`src/rtl/mem_xlate_ctrl_if.sv`:
```
// +----------------------------------------------------------------------+
// | mem_xlate_ctrl_if : external SRAM/peripheral bus bundle               |
// | Revision: 1.0                                                         |
// +----------------------------------------------------------------------+
`default_nettype none

interface mem_xlate_ctrl_if;
    logic        bus_ce_o;
    logic        bus_we_o;
    logic [3:0]  bus_sel_o;
    logic [31:0] bus_addr_o;
    logic [31:0] bus_wdata_o;
    logic [31:0] bus_rdata_i;
    logic        bus_ack_i;

    modport master (
        output bus_ce_o, bus_we_o, bus_sel_o, bus_addr_o, bus_wdata_o,
        input  bus_rdata_i, bus_ack_i
    );

    modport slave (
        input  bus_ce_o, bus_we_o, bus_sel_o, bus_addr_o, bus_wdata_o,
        output bus_rdata_i, bus_ack_i
    );
endinterface

`default_nettype wire

```
`src/rtl/mem_xlate_ctrl.sv`:
```
// +----------------------------------------------------------------------+
// | mem_xlate_ctrl : MEM-stage TLB translation and bus transaction ctrl   |
// | Revision: 1.0                                                         |
// +----------------------------------------------------------------------+
`default_nettype none

module mem_xlate_ctrl #(
    parameter int          TIMEOUT_CYCLES = 255,
    parameter logic [4:0]  EXC_TLBL       = 5'd2,
    parameter logic [4:0]  EXC_TLBS       = 5'd3,
    parameter logic [4:0]  EXC_DBE        = 5'd7
) (
    input  wire logic        clk,
    input  wire logic        rst,
    input  wire logic        req_i,
    input  wire logic        we_i,
    input  wire logic [3:0]  sel_i,
    input  wire logic [31:0] vaddr_i,
    input  wire logic [31:0] wdata_i,
    input  wire logic        flush_i,
    output logic [31:0]      tlb_vaddr_o,
    input  wire logic        tlb_hit_i,
    input  wire logic [31:0] tlb_paddr_i,
    mem_xlate_ctrl_if.master bus,
    output logic             stall_o,
    output logic [31:0]      rdata_o,
    output logic             rdata_valid_o,
    output logic             exc_valid_o,
    output logic [4:0]       exc_code_o,
    output logic [31:0]      badvaddr_o
);

    localparam logic [7:0] C_CNT_LAST = 8'(TIMEOUT_CYCLES - 1);

    typedef enum logic [1:0] {
        S_IDLE = 2'd0,
        S_BUSY = 2'd1,
        S_DONE = 2'd2
    } state_t;

    state_t      r_state;
    state_t      w_state_next;
    logic [31:0] r_vaddr;
    logic [7:0]  r_cnt;
    logic        r_discard;
    logic        w_req_go;
    logic        w_timeout;
    logic        w_discard;

    assign w_req_go  = req_i & ~flush_i;
    assign w_timeout = (r_cnt == C_CNT_LAST);
    // A flush arriving on the completing cycle must suppress the result too.
    assign w_discard = r_discard | flush_i;

    assign tlb_vaddr_o = (r_state == S_IDLE) ? vaddr_i : r_vaddr;
    assign stall_o     = ((r_state == S_IDLE) & w_req_go) | (r_state == S_BUSY);

    always_comb begin
        w_state_next = r_state;
        case (r_state)
            S_IDLE:  if (w_req_go) w_state_next = tlb_hit_i ? S_BUSY : S_DONE;
            S_BUSY:  if (bus.bus_ack_i || w_timeout) w_state_next = S_DONE;
            S_DONE:  w_state_next = S_IDLE;
            default: w_state_next = S_IDLE;
        endcase
    end

    always_ff @(posedge clk) begin
        if (rst) begin
            r_state         <= S_IDLE;
            r_vaddr         <= '0;
            r_cnt           <= '0;
            r_discard       <= 1'b0;
            bus.bus_ce_o    <= 1'b0;
            bus.bus_we_o    <= 1'b0;
            bus.bus_sel_o   <= '0;
            bus.bus_addr_o  <= '0;
            bus.bus_wdata_o <= '0;
            rdata_o         <= '0;
            rdata_valid_o   <= 1'b0;
            exc_valid_o     <= 1'b0;
            exc_code_o      <= '0;
            badvaddr_o      <= '0;
        end else begin
            r_state       <= w_state_next;
            rdata_valid_o <= 1'b0;
            exc_valid_o   <= 1'b0;
            case (r_state)
                S_IDLE: begin
                    if (w_req_go) begin
                        r_vaddr <= vaddr_i;
                        if (tlb_hit_i) begin
                            bus.bus_ce_o    <= 1'b1;
                            bus.bus_we_o    <= we_i;
                            bus.bus_sel_o   <= sel_i;
                            bus.bus_addr_o  <= tlb_paddr_i;
                            bus.bus_wdata_o <= wdata_i;
                            r_cnt           <= '0;
                        end else begin
                            exc_valid_o <= 1'b1;
                            exc_code_o  <= we_i ? EXC_TLBS : EXC_TLBL;
                            badvaddr_o  <= vaddr_i;
                        end
                    end
                end
                S_BUSY: begin
                    if (flush_i) r_discard <= 1'b1;
                    if (bus.bus_ack_i) begin
                        bus.bus_ce_o <= 1'b0;
                        if (!bus.bus_we_o && !w_discard) begin
                            rdata_o       <= bus.bus_rdata_i;
                            rdata_valid_o <= 1'b1;
                        end
                    end else if (w_timeout) begin
                        bus.bus_ce_o <= 1'b0;
                        if (!w_discard) begin
                            exc_valid_o <= 1'b1;
                            exc_code_o  <= EXC_DBE;
                            badvaddr_o  <= r_vaddr;
                        end
                    end else begin
                        r_cnt <= r_cnt + 8'd1;
                    end
                end
                S_DONE: begin
                    r_discard <= 1'b0;
                end
                default: ;
            endcase
        end
    end

endmodule

`default_nettype wire

```
`src/flat_wrapper.sv`:
```
// flat-port wrapper written by rule: the top's interface ports become plain ports
module mem_xlate_ctrl_flat 
#(
    parameter int          TIMEOUT_CYCLES = 255,
    parameter logic [4:0]  EXC_TLBL       = 5'd2,
    parameter logic [4:0]  EXC_TLBS       = 5'd3,
    parameter logic [4:0]  EXC_DBE        = 5'd7
)
  (clk, rst, req_i, we_i, sel_i, vaddr_i, wdata_i, flush_i, tlb_vaddr_o, tlb_hit_i, tlb_paddr_i, stall_o, rdata_o, rdata_valid_o, exc_valid_o, exc_code_o, badvaddr_o, bus_bus_ce_o, bus_bus_we_o, bus_bus_sel_o, bus_bus_addr_o, bus_bus_wdata_o, bus_bus_rdata_i, bus_bus_ack_i);
  mem_xlate_ctrl_if bus_i ();
  input  wire logic clk;
  input  wire logic rst;
  input  wire logic req_i;
  input  wire logic we_i;
  input  wire logic [3:0] sel_i;
  input  wire logic [31:0] vaddr_i;
  input  wire logic [31:0] wdata_i;
  input  wire logic flush_i;
  output logic [31:0] tlb_vaddr_o;
  input  wire logic tlb_hit_i;
  input  wire logic [31:0] tlb_paddr_i;
  output logic stall_o;
  output logic [31:0] rdata_o;
  output logic rdata_valid_o;
  output logic exc_valid_o;
  output logic [4:0] exc_code_o;
  output logic [31:0] badvaddr_o;
  output wire logic [$bits(bus_i.bus_ce_o)-1:0] bus_bus_ce_o;
  output wire logic [$bits(bus_i.bus_we_o)-1:0] bus_bus_we_o;
  output wire logic [$bits(bus_i.bus_sel_o)-1:0] bus_bus_sel_o;
  output wire logic [$bits(bus_i.bus_addr_o)-1:0] bus_bus_addr_o;
  output wire logic [$bits(bus_i.bus_wdata_o)-1:0] bus_bus_wdata_o;
  input wire logic [$bits(bus_i.bus_rdata_i)-1:0] bus_bus_rdata_i;
  input wire logic [$bits(bus_i.bus_ack_i)-1:0] bus_bus_ack_i;
  assign bus_bus_ce_o = bus_i.bus_ce_o;
  assign bus_bus_we_o = bus_i.bus_we_o;
  assign bus_bus_sel_o = bus_i.bus_sel_o;
  assign bus_bus_addr_o = bus_i.bus_addr_o;
  assign bus_bus_wdata_o = bus_i.bus_wdata_o;
  assign bus_i.bus_rdata_i = bus_bus_rdata_i;
  assign bus_i.bus_ack_i = bus_bus_ack_i;
  mem_xlate_ctrl #(.TIMEOUT_CYCLES(TIMEOUT_CYCLES), .EXC_TLBL(EXC_TLBL), .EXC_TLBS(EXC_TLBS), .EXC_DBE(EXC_DBE)) u_core (.clk(clk), .rst(rst), .req_i(req_i), .we_i(we_i), .sel_i(sel_i), .vaddr_i(vaddr_i), .wdata_i(wdata_i), .flush_i(flush_i), .tlb_vaddr_o(tlb_vaddr_o), .tlb_hit_i(tlb_hit_i), .tlb_paddr_i(tlb_paddr_i), .bus(bus_i), .stall_o(stall_o), .rdata_o(rdata_o), .rdata_valid_o(rdata_valid_o), .exc_valid_o(exc_valid_o), .exc_code_o(exc_code_o), .badvaddr_o(badvaddr_o));
endmodule
```
`config.mk`:
```
export PLATFORM = sky130hd
export DESIGN_NAME = mem_xlate_ctrl_flat
export DESIGN_NICKNAME = d
export VERILOG_FILES = /design/src/rtl/mem_xlate_ctrl_if.sv /design/src/rtl/mem_xlate_ctrl.sv /design/src/flat_wrapper.sv
export SDC_FILE = /design/constraint.sdc
export NUM_CORES = 1
export LEC_CHECK = 0
export BUFFER_PORTS_ARGS = -buffer_cell sky130_fd_sc_hd__clkbuf_2
export CORE_AREA = 2 2 127 129
export DETAILED_ROUTE_END_ITERATION = 10
export DIE_AREA = 0 0 129 131
export GPL_ROUTABILITY_DRIVEN = 0
export GPL_TIMING_DRIVEN = 0
export PLACE_DENSITY = 0.79
export SLEW_MARGIN = 5
export SYNTH_ARGS = -nofsm -noshare
export SYNTH_HDL_FRONTEND = slang
export SYNTH_SLANG_ARGS = --single-unit
export TNS_END_PERCENT = 50
```
`constraint.sdc`:
```
create_clock -name clk -period 2.08 [get_ports clk]
set_input_delay 0.416 -clock clk [delete_from_list [all_inputs] [get_ports clk]]
set_output_delay 0.416 -clock clk [all_outputs]
set_load 0.005 [all_outputs]
```
==> Word-level counts from Yosys, hierarchy flattened <==
Index checks and enable logic that the tools add are counted.
{ "classes": {"mux": 37, "eq_ne": 13, "n_bitwise": 7, "reduce_logical": 16, "add_sub_neg": 1} }
{ "ops": {"columns": ["cell", "n"], "rows": [
  ["$mux W32", 6],
  ["$pmux W32 S2", 1],
  ["$mux W8", 4],
  ["$mux W5", 5],
  ["$pmux W8 S2", 1],
  ["$ne A2 B2 Y1 const B", 7],
  ["$mux W1", 12],
  ["$pmux W5 S2", 1],
  ["$add A8 B1 Y8 const B", 1],
  ["$eq A8 B8 Y1 const B", 1],
  ["$mux W2", 3],
  ["$pmux W1 S2", 3],
  ["$reduce_and A2 Y1", 3],
  ["$reduce_and A3 Y1", 2],
  ["$reduce_and A6 Y1", 1],
  ["$reduce_and A5 Y1", 1],
  ["$ne A2 B1 Y1 const B", 2],
  ["$pmux W2 S2", 1],
  ["$reduce_and A4 Y1", 1],
  ["$reduce_bool A2 Y1", 2],
  ["$ne A3 B2 Y1 const B", 1],
  ["$not A1 Y1", 3],
  ["$reduce_or A3 Y1", 1],
  ["$and A1 B1 Y1", 2],
  ["7 further kinds", 9]
]} }
{ "totals": {"elab_cells": 88, "output_inout_bits": 174, "reg_bits": 184, "inputBits": 139} }

==> Logic depth before layout (Yosys ltp) <==
{ "logic_depth": {"depth_word": 5, "ltp_mapped": 9, "mapped_depth_nobuf": 6} }

==> Worst setup path before layout <==
No wires, ideal clock.
{ "synth_timing": {"path_type": "register to register", "start": "register u_core.r_cnt[0]", "end": "register u_core.badvaddr_o[22]", "path_slack_ns": 0.193, "n_path_buf": 3, "t_required_ns": 1.989, "setup_ns": 0.091, "synth_period_minus_slack_ns": 1.887, "t_arrival_ns": 1.796, "path_stages_with_launch": 10, "cell_sequence": "dfxtp_1 -> inv_1 -> ha_1 -> and4_1 -> a31o_2 -> buf_2 -> and2_1 -> buf_2 -> buf_6 -> a311oi_1"} }
{ "synth_between": {"elab_chain_cells": 3} }
{ "synth_lines": {"columns": ["item", "line_no", "text"], "rows": [
  ["start, declared", "mem_xlate_ctrl.sv:44", "logic [7:0] r_cnt;"],
  ["start signal, assigned", "mem_xlate_ctrl.sv:122", "r_cnt <= r_cnt + 8'd1;"],
  ["$eq A8 B8 Y1", "mem_xlate_ctrl.sv:51", "assign w_timeout = (r_cnt == C_CNT_LAST);"],
  ["$ne A2 B1 Y1 (no source line)", null, null],
  ["$reduce_and A6 Y1 (no source line)", null, null],
  ["end signal, assigned", "mem_xlate_ctrl.sv:102", "badvaddr_o <= vaddr_i;"],
  ["end signal, assigned", "mem_xlate_ctrl.sv:119", "badvaddr_o <= r_vaddr;"],
  ["end, declared", "mem_xlate_ctrl.sv:30", "output logic [31:0] badvaddr_o"]
]} }
No other way between the ends.
A chain may end at the register's enable or synchronous reset.

==> Worst setup path in the final report <==
{ "layout_timing": {"start": "register u_core.r_state[0]", "end": "output port tlb_vaddr_o[28]"} }
{ "layout_between": {"elab_chain_cells": 2} }
{ "layout_lines": {"columns": ["item", "line_no", "text"], "rows": [
  ["start, declared", "mem_xlate_ctrl.sv:41", "state_t r_state;"],
  ["start signal, assigned", "mem_xlate_ctrl.sv:85", "r_state <= w_state_next;"],
  ["$logic_not A2 Y1", "mem_xlate_ctrl.sv:55", "assign tlb_vaddr_o = (r_state == S_IDLE) ? vaddr_i : r_vaddr;"],
  ["$mux W32", "mem_xlate_ctrl.sv:55", null],
  ["end, declared", "flat_wrapper.sv:19", "output logic [31:0] tlb_vaddr_o;"]
]} }
No other way between the ends.

==> out/metrics.yaml <==
cts_tree: "yes"
io_pins: 313
required_ns: 1.66
reg2reg_slack_ns: 0.05
cts.sinks: 182
critPathKind: "flop to output port"
finalCritPeriodShare_pct: 105
slew_viol_final: 0
regToRegEndpoint: "u_core.r_cnt[3]$_SDFFE_PP0P_"
async_flop_share_pct: 0
die_h_um: 131
insertedDiodeCount: 0
cts_max_level: 4
wirelength_um: 23100
p_per_area_nw_per_um2: 774
drt_pass1_iterations: 4
cts_root_buf: "clkbuf_16"
max_freq_ghz: 0.456
vias: 7609
drv_cap: 0
critPathMaxStageDelay_ns: 0.35
max_slew_margin_pct: 51.0
skew_ns: 0.00693
detailed_place_hpwl_um: 16500
overflow: 0
layout_setup_ws_ns: -0.113
cp_common_cell: "buf_8"
synth_top_cell_by_area: "dfxtp_1"
grt_pass1_vias: 6762
rsz0062_at_grt: "yes"
totalPowerFinal_mw: 7.80
synth_common_cells: "335 x nand2_1, 182 x dfxtp_1, 174 x a21oi_1"
seqPwrFrac_pct: 47.5
start_util_pct: 46.7
p_comb_share_pct: 13.6
post-place-ws_ns: -0.200
clk_pin_slew_ns: 0.07
clk_path_buf_depth: 2
syn_area_um2: 7280
synth-edff-count: 0
min_path_type: "primary input to flop"
start_kind: "flop"
ir_drop_mv: 0.492
antenna_found_initial: 0
drive_gt1_share_pct: 34.6
synthAdderAreaFrac_pct: 0.344
synth_compound_area_share_pct: 17.9
hold-path-endpoint: "u_core.bus.bus_addr_o[29]$_SDFFE_PP0P_"
max_slew.worst_pin.slew_ns: 0.736
port_buffers: 309
reg2reg_from: "u_core.r_state[1]$_SDFFE_PP0P_"
yosys.cell_count.top_type: "nand2_1"
cts_made_buffers: 17
power_switching_share_pct: 25.8
min_from: "tlb_paddr_i[29]"
clkPwrFrac_pct: 38.9
crit_chain: "buf_8 -> nor2_4 -> buf_12 -> buf_8 -> mux2_4 -> buf_6"
holdBufCountCts: 0
status: "complete, but fails checks"
path_max_fanout: 6
synthFlopType: "dfxtp_1"
synth_cell_types: 43
ant_nets: 0
hold_depth: 3
drtIter0Drc: 339
cp_data_arrival_time_ns: 1.78
end_kind: "output port"
syn_to_final_growth_pct: 38.4
synthXorXnorAreaFrac_pct: 0.120
synth_area_leaders: "dfxtp_1 50%, nand2_1 17%, a21oi_1 12%, mux2_2 5.1%, a311oi_1 3.8%"
fin_crit_ns: 2.19
synthSimpleGateAreaFrac_pct: 21.2
hold_viol: 0
crit_family: "buffers and inverters"
nets: 1395
intPower_mw: 5.78
ys.warnings.count: 0
row_count: 46
cp.depth: 6
synth_top_area_share_pct: 50.0
via_per_inst: 5.13
grt_pass1_wl_um: 34000
synth_mux_area_share_pct: 5.10
die_area_um2: 16900
clk_latency_ns: 0.43
core_area_um2: 15600
cp.buffers_inverters: 4
wire_per_inst_um: 15.6
synth_area_per_cell_um2: 8.02
grt_max_degree: 17
die-width_um: 129
drcViolationCount: 0
ys_ff_latch: 182
grt_use_total_pct: 25.9
seq_area_frac_synth_pct: 50.0
leakagePower_nw: 4.50
violations: "negative setup slack"
finalSetupViolCount: 27
slowest_stage: "dfxtp_4"
synth_top_family_by_area: "simple AND/OR/NAND/NOR gates"
power.switching_mw: 2.01
reg2reg_depth: 8
syn_inst: 908
worst reg2reg max path, delay by kind of cell, from the launching register on:
family,cells,cell delay (ns)
compound gates,1,0.19
buf+inv,4,0.70
flops,1,0.37
simple gates,3,0.71
layout make-up:
| class | count | area (um^2) |
|---|---|---|
| Sequential cell | 182 | 3650 |
| Fill cell | 1327 | 5520 |
| Buffer | 74 | 408 |
| Clock inverter | 10 | 72.6 |
| Timing Repair Buffer | 327 | 1750 |
| Clock buffer | 22 | 484 |
| Multi-Input combinational cell | 647 | 3420 |
| Tap cell | 216 | 270 |
| Inverter | 5 | 18.8 |
state kept, by name, summed over array words and instances, names as in the netlist, 2 cells and up:
name / cells
u_core.r_cnt: 8
u_core.r_vaddr: 32
u_core.bus.bus_addr_o: 32
u_core.bus.bus_sel_o: 4
u_core.r_state: 2
u_core.badvaddr_o: 32
u_core.exc_code_o: 3
u_core.rdata_o: 32
u_core.bus.bus_wdata_o: 32
metal layers:
layer  GRT usage, %  up-vias  routed length [um]
met5              0        -                   0
met2           43.8      308               11400
met3           7.29       44                1850
li1               -     3743                   -
met1           31.1     3514                9240
met4           10.6        0                 615
layout by cell type, fill, tap and decap left out, drive strengths merged, types with 6 or more instances in the layout:
master / Yosys / routed
nor2: 12 / 12
buf: 33 / 52
inv: 5 / 6
mux2: 33 / 33
a21oi: 174 / 174
dfxtp: 182 / 182
clkinv: 0 / 6
clkbuf: 42 / 370
a311oi: 32 / 32
nand2: 335 / 335
logic make-up (layout without fill, tap and decap cells):
| group | Yosys count | in the layout |
|---|---|---|
| adder cells (fa/ha/maj) | 2 | 2 |
| buffers and inverters | 80 | 438 |
| AO/OA/AOI/OAI | 228 | 228 |
| flip-flops | 182 | 182 |
| other | 1 | 2 |
| AND/OR/NAND/NOR | 381 | 381 |
| XOR/XNOR | 1 | 1 |
| multiplexers | 33 | 33 |
metrics by stage:
step	cells	utilization (%)	setup TNS, ns	hold WS [ns]	instance area, um^2
2_1_floorplan	909	-	0	0.447	7290
6_report	1483	64.6	-2.34	0.201	10100
5_1_grt	1483	64.6	-3.62	0.194	10100
3_3_place_gp	1434	58.4	-9.43	0.441	9100
3_5_place_dp	1434	58.4	-13.01	0.446	9100
4_1_cts	1476	64.0	-2.56	0.190	9990
worst max-delay path by stage:
stage                                        start                                  to
floorplan             u_core.r_cnt[0]$_SDFFE_PP0P_  u_core.badvaddr_o[22]$_SDFFE_PP0P_
global placement    u_core.r_state[1]$_SDFFE_PP0P_                      tlb_vaddr_o[5]
detailed placement                             rst      u_core.r_vaddr[3]$_SDFFE_PP0P_
CTS                 u_core.r_state[0]$_SDFFE_PP0P_                     tlb_vaddr_o[27]
global route        u_core.r_state[0]$_SDFFE_PP0P_                     tlb_vaddr_o[28]
finish              u_core.r_state[0]$_SDFFE_PP0P_                     tlb_vaddr_o[28]
power by group through the flow:
stage	Clock [mW]	Sequential (mW)	Combinational (mW)
2_1_floorplan	0	3.77	0.469
3_3_place_gp	0	3.77	0.918
3_5_place_dp	0	3.78	0.927
4_1_cts	3.07	3.70	1.04
5_1_grt	3.21	3.71	1.16
6_report	3.03	3.70	1.06
what timing repair did:
action                     in CTS  in global routing
setup endpoints to repair      65                113
setup buffers                   7                 10
pin swaps                       1                  2
resized for setup              59                 18
gates cloned                    3                  0
Note: power is estimated with default switching activity, not from simulation.
